--- config.mk ---
export PLATFORM = sky130hd
export DESIGN_NAME = pipe_regfile
export DESIGN_NICKNAME = d
export VERILOG_FILES = /design/src/rtl/pipe_regfile.sv
export SDC_FILE = /design/constraint.sdc
export NUM_CORES = 1
export LEC_CHECK = 0
export ABC_AREA = 1
export CAP_MARGIN = 25
export CELL_PAD_IN_SITES_DETAIL_PLACEMENT = 0
export CELL_PAD_IN_SITES_GLOBAL_PLACEMENT = 1
export CORE_ASPECT_RATIO = 0.7
export CORE_MARGIN = 3
export CORE_UTILIZATION = 38
export CTS_BUF_LIST = sky130_fd_sc_hd__clkbuf_4 sky130_fd_sc_hd__clkbuf_8
export DETAILED_ROUTE_END_ITERATION = 10
export PLACE_DENSITY_LB_ADDON = 0.3
export SYNTH_ARGS = -nofsm -noshare
export SYNTH_HDL_FRONTEND = slang
export SYNTH_SLANG_ARGS = --single-unit
--- constraint.sdc ---
create_clock -name clk -period 2.4 [get_ports clk]
set_input_delay 0.6 -clock clk [delete_from_list [all_inputs] [get_ports clk]]
set_output_delay 0.6 -clock clk [all_outputs]
set_load 0.02 [all_outputs]
--- src/rtl/pipe_regfile.sv ---
// rtl/pipe_regfile.sv - parametrised register file with WB bypass and pending-write scoreboard
//
// Ports:
//   clk        in   system clock, all state updates on the rising edge
//   rst_n      in   synchronous active-low reset
//   rd_addr    in   NUM_RD packed read addresses, port i at [i*ADDR_W +: ADDR_W]
//   rd_data    out  NUM_RD packed read data, combinational
//   rd_busy    out  per-port outstanding-write flag, combinational
//   wr_en      in   WB write strobe
//   wr_addr    in   WB destination register
//   wr_data    in   WB write data
//   issue_en   in   ID issues an instruction that writes issue_addr
//   issue_addr in   destination of the issued instruction
//   flush      in   clear every pending bit, data untouched
//   issue_err  out  registered pulse: issue hit an already-pending register

module pipe_regfile #(
  parameter int DATA_W   = 16,
  parameter int ADDR_W   = 3,
  parameter int NUM_RD   = 2,
  parameter int ZERO_REG = 0
) (
  input  logic                     clk,
  input  logic                     rst_n,
  input  logic [NUM_RD*ADDR_W-1:0] rd_addr,
  output logic [NUM_RD*DATA_W-1:0] rd_data,
  output logic [NUM_RD-1:0]        rd_busy,
  input  logic                     wr_en,
  input  logic [ADDR_W-1:0]        wr_addr,
  input  logic [DATA_W-1:0]        wr_data,
  input  logic                     issue_en,
  input  logic [ADDR_W-1:0]        issue_addr,
  input  logic                     flush,
  output logic                     issue_err
);

  localparam int DEPTH   = 2 ** ADDR_W;
  localparam bit ZERO_EN = (ZERO_REG != 0);

  logic [DATA_W-1:0] mem [DEPTH];
  logic [DEPTH-1:0]  pending;
  logic [DEPTH-1:0]  pending_next;
  logic              issue_err_next;
  logic              wr_blocked;

  // Writes to the hardwired zero register are dropped.
  assign wr_blocked = ZERO_EN && (wr_addr == '0);

  always_ff @(posedge clk) begin
    if (!rst_n) begin
      for (int r = 0; r < DEPTH; r++) begin
        mem[r] <= '0;
      end
    end else if (wr_en && !wr_blocked) begin
      mem[wr_addr] <= wr_data;
    end
  end

  // Issue is applied after writeback so a younger producer wins the same register.
  always_comb begin
    pending_next = pending;
    if (flush) begin
      pending_next = '0;
    end else begin
      if (wr_en) begin
        pending_next[wr_addr] = 1'b0;
      end
      if (issue_en) begin
        pending_next[issue_addr] = 1'b1;
      end
    end
    if (ZERO_EN) begin
      pending_next[0] = 1'b0;
    end
  end

  // A writeback landing on the same register this cycle retires the old producer,
  // so re-issuing to it is not a double booking.
  always_comb begin
    issue_err_next = issue_en && !flush && pending[issue_addr] &&
                     !(wr_en && (wr_addr == issue_addr));
  end

  always_ff @(posedge clk) begin
    if (!rst_n) begin
      pending   <= '0;
      issue_err <= 1'b0;
    end else begin
      pending   <= pending_next;
      issue_err <= issue_err_next;
    end
  end

  for (genvar i = 0; i < NUM_RD; i++) begin : g_rd
    logic [ADDR_W-1:0] addr;
    logic              zero_hit;
    logic              wr_hit;

    assign addr     = rd_addr[i*ADDR_W +: ADDR_W];
    assign zero_hit = ZERO_EN && (addr == '0);
    assign wr_hit   = wr_en && (wr_addr == addr);

    assign rd_data[i*DATA_W +: DATA_W] = zero_hit ? '0 :
                                         wr_hit   ? wr_data :
                                                    mem[addr];
    assign rd_busy[i] = pending[addr] && !zero_hit && !wr_hit;
  end

endmodule

### Word-level counts from Yosys, hierarchy flattened

Memories as Yosys holds them, arrays and structs flattened.
Index checks and enable logic that the tools add are counted.
Widths: inputs -> output; s select.

| word-level totals | value |
|---|---|
| flip-flop bits (word level) | 9 |
| RAM bits | 128 |
| input bits | 33 |
| output and inout port bits | 35 |
| memories kept | 1 |

| operators by class | value |
|---|---|
| order comparisons | 6 |
| equal/unequal tests | 3 |
| mux-type cells | 22 |
| bitwise gates (word level) | 4 |
| reductions and logical operators | 16 |

Memory list:

| name | depth | width | read ports | clocked after memory_dff | write ports | line | source |
|---|---|---|---|---|---|---|---|
| mem | 8 | 16 | 2 | 0 | 8 | 40 | `logic [DATA_W-1:0] mem [DEPTH];` |

Operator list:

| operator | count |
|---|---|
| $mux 16 | 3 |
| $mux 8 | 3 |
| $lt 3x4->1 const B | 4 |
| $reduce_or 16->1 | 1 |
| $logic_and 1x1->1 | 10 |
| $mux 1 | 10 |
| $bmux 1 s3 | 3 |
| $eq 3x3->1 | 3 |
| $and 8x8->8 | 1 |
| $not 8->8 | 1 |
| $or 8x8->8 | 1 |
| $demux 1 s3 | 2 |
| $ge 3x1->1 const B | 2 |
| $logic_not 1->1 | 4 |
| $mux 3 | 1 |
| $reduce_or 2->1 | 1 |
| $not 1->1 | 1 |

### Depth between registers and ports, before layout

| depth | value |
|---|---|
| word-level depth | 10 |
| mapped depth | 10 |

### Worst setup path before layout

Ideal clock, no wire load.

| timing path | value |
|---|---|
| kind | in2out |
| start | input port rd_addr[4] |
| end | output port rd_busy[1] |
| arrival | 1597 ps |
| data required time | 1800 ps |
| path slack | 203 ps |
| cell stages on the path | 9 |
| cells stage by stage | buf_4 -> inv_2 -> nand2_1 -> nand2_1 -> nor2_2 -> nand2_4 -> buf_4 -> nand2_1 -> nor2_1 |

| between the ends | value |
|---|---|
| longest elaborated chain between the ends | 4 |
| elaborated cells between the ends (all ways) | 6 |
| those cells by class | eq/ne (1); mux (2); reduce/logical (3) |

Ends and longest elaborated chain:

| element | line | source |
|---|---|---|
| start, declared | 25 | `input logic [NUM_RD*ADDR_W-1:0] rd_addr,` |
| parallel branches: the longest is 3 deep, another holds $bmux 1 s3 | n/a |  |
| $logic_and 1x1->1 * | 106 | `assign rd_busy[i] = pending[addr] && !zero_hit && !wr_hit;` |
| end, declared | 27 | `output logic [NUM_RD-1:0] rd_busy,` |

Every way passes the cells marked *. The select of a mux whose other input is x is not followed.

### Worst setup path after layout

| timing path | value |
|---|---|
| start | input port rd_addr[0] |
| end | output port rd_busy[0] |

The elaborated chain is that of the path after synthesis.

==> results.py <==
metrics = {
    "setup_path": {
        "critPathRequiredTime_ns": 1.80,
        "startpoint_type": "input port",
        "crit_path_end_kind": "output port",
        "critPathArrivalTime_ns": 1.77,
        "crit_fanout": 21,
        "rrSetupSlack_ns": 1.35,
        "path_class": "in2out",
    },
    "clocking": {
        "cts_buffers": 17,
        "tritoncts": "done",
        "cts_root_buffer": "clkbuf_8",
        "insertion_delay_ns": 0.46,
        "clock_sinks": 137,
        "cts.clk_slew.worst_paths_ns": 0.08,
        "h-tree-depth": 4,
        "clock_path_buffers": 2,
        "cts_hold_buf": 0,
    },
    "power_and_ir_drop": {
        "combinationalPowerShare_pct": 22.4,
        "switching_share_pct": 31.2,
        "p_leak_nw": 5.04,
        "p_seq_share_pct": 46.1,
        "intPower_mw": 4.17,
        "p_switching_mw": 1.89,
        "power-per-cell-area_mw_per_mm2": 577,
        "power_mw": 6.06,
        "power_frac_clock_pct": 31.5,
        "ir_drop_mv": 0.305,
    },
    "grt": {
        "track_usage_pct": 25.7,
        "grt_pass1_wl_mm": 46.3,
        "grt_pass1_vias": 7754,
        "grt_max_degree": 43,
        "antenna_found_initial": 0,
        "overflow": 0,
    },
    "timing": {
        "setup_slack_ns": 0.0341,
        "worstMarginPinSlew_ns": 0.386,
        "setup-tns-final_ns": 0,
        "slew_headroom_pct": 74.2,
        "hold_viol": 0,
        "max_freq_mhz": 423,
        "finalCriticalPeriod_ns": 2.37,
        "rsz0062_at_grt": "yes",
        "drv_slew": 0,
        "min_period_over_period_pct": 98.6,
        "finalSetupViolations": 0,
        "skew_ns": 0.0106,
    },
    "final_layout": {
        "nFillCells": 2170,
        "drive_above_1_share_pct": 15.0,
        "syn2layout_area_growth_pct": 23.9,
        "nets": 1320,
        "finalNonFillerCells": 1582,
        "final-seq-area_mm2": 0.00402,
        "antennaDiodeCount": 0,
        "multiInputGateArea_mm2": 0.00348,
    },
    "route": {
        "vias": 8225,
        "postRouteWirelength_mm": 30.4,
        "drt_pass1_iterations": 7,
        "drtAntennaViolNets": 0,
        "wl_per_cell_um": 19.2,
        "via_per_inst": 5.20,
        "drc": 0,
        "drt_iter0_markers": 956,
    },
    "outcome": {
        "outcome": "finished, final reports clean",
    },
    "die": {
        "die-area_mm2": 0.0241,
        "die-width_um": 184,
        "rows": 45,
        "design.core.area_mm2": 0.0218,
        "pin_count": 68,
        "die_h_um": 131,
        "initial_core_util_pct": 38.9,
    },
    "logic_synthesis": {
        "syn_area_per_cell_um2": 7.18,
        "synth_nets": 1212,
        "yosysSeqAreaShare_pct": 47.5,
        "synth.distinct_cells": 24,
        "synth.top_cell.area_share_pct": 45.4,
        "syn-cell-area_mm2": 0.00847,
        "async_flop_share_pct": 0,
        "synth_edf_count": 128,
        "ys_dominant_reg_cell": "edfxtp_1",
        "synth.most_common_cell": "nand2_1",
        "synth.largest_area_cell": "edfxtp_1",
        "synthCells": 1179,
        "synth_area_leaders": "edfxtp_1 (45%), nand2_1 (17%), nand3_1 (14%)",
        "synth_common_cells": "nand2_1 (387), nand3_1 (240), inv_1 (155), nor2_1 (146), edfxtp_1 (128)",
        "ys_ff_latch": 137,
        "yosys_warnings": 0,
    },
    "run": {
        "drv_cap": 0,
    },
    "placement": {
        "dpl.cell_count": 1547,
        "io_buffers": 67,
        "hpwl_mm": 20.1,
        "finalWeightedCongestion": 0.873,
        "place_ws_ns": -0.779,
    },
    "min_path": {
        "hold_path.class": "reg2reg",
    },
}
-- what timing repair did --
action | 4_1_cts | 5_1_grt
endpoints found under the setup margin | 34 | 27
pin swaps | 3 | 4
gates cloned | 0 | 2
setup buffers | 1 | 0
resized for setup | 172 | 30
-- path summary, 6_finish.rpt --
kind / cells after the start / from / to
setup reg to reg: 5 / pending[2] / issue_err
hold reg to reg: 2 / pending[1] / pending[1]
setup / recovery: 8 / rd_addr[0] / rd_busy[0]
hold / removal: 2 / pending[1] / pending[1]
-- worst max-delay path, stage by stage --
cell and delay [ns]:
buf_4 0.15, buf_12 0.13, buf_12 0.15, o21ai_0 0.09, o21ai_0 0.21, nor2_1 0.07, nor2_1 0.17, buf_4 0.17
-- metrics by stage --
step	instance area (µm²)	util, %	hold WS [ns]
3_5_place_dp	10100	46.3	0.459
4_1_cts	10400	47.8	0.470
3_3_place_gp	10100	46.3	0.450
5_1_grt	10500	48.1	0.492
6_report	10500	48.1	0.467
2_1_floorplan	8470	-	0.439
-- layout make-up --
type | count | share of cell area, %
inverters | 167 | 6.25
flip-flops and latches | 137 | 38.4
multi-input cells | 808 | 33.2
clock inverters | 13 | 1.24
clock buffers | 19 | 2.37
repair buffers | 156 | 15.2
well taps | 282 | 3.36
-- flip-flops by register name, summed over array words and instances (netlist names) --
name,cells
issue_err,1
mem,128
pending,8
-- power groups by stage --
stage | Sequential, mW | Clock, mW | Combinational [mW]
final | 2.79 | 1.91 | 1.36
after global routing | 2.81 | 2.03 | 1.48
after CTS | 2.80 | 1.93 | 1.33
after detailed placement | 2.85 | 0 | 1.38
after global placement | 2.84 | 0 | 1.38
after floorplan | 2.84 | 0 | 0.751
-- cells in the final DEF (no fill, tap or decap), types with 3 or more instances in the layout --
cell	n
o21ai_0	5
edfxtp_1	128
buf_2	33
o211ai_1	6
clkbuf_4	3
buf_8	3
clkinv_2	4
inv_1	155
clkdlybuf4s50_1	23
dfxtp_1	9
buf_4	54
buf_12	29
clkinvlp_4	4
a21oi_1	10
clkbuf_8	17
nand3_2	13
nand3_1	230
nor2_2	5
nor2_1	146
nand2_1	387
inv_2	6
buf_6	7
-- cell families (layout without fill, tap and decap cells) --
kind of cell              Yosys count  count (layout)  share of synthesized area (%)
and+or+nand+nor                   784             784                           38.9
AOI/OAI and AO/OA                  23              23                           1.54
xor gates and xnor gates            1               1                          0.103
buffers and inverters             234             355                           11.9
DFF                               137             137                           47.5
-- per-layer routing --
metal	track usage [%]	vias to the layer above	wire, µm
met5	0	-	0
met4	9.68	0	713
met3	5.73	53	2560
met2	37.6	389	13200
met1	37.1	3832	13900
li1	-	3951	-
Power figures use the tool's default switching activity.
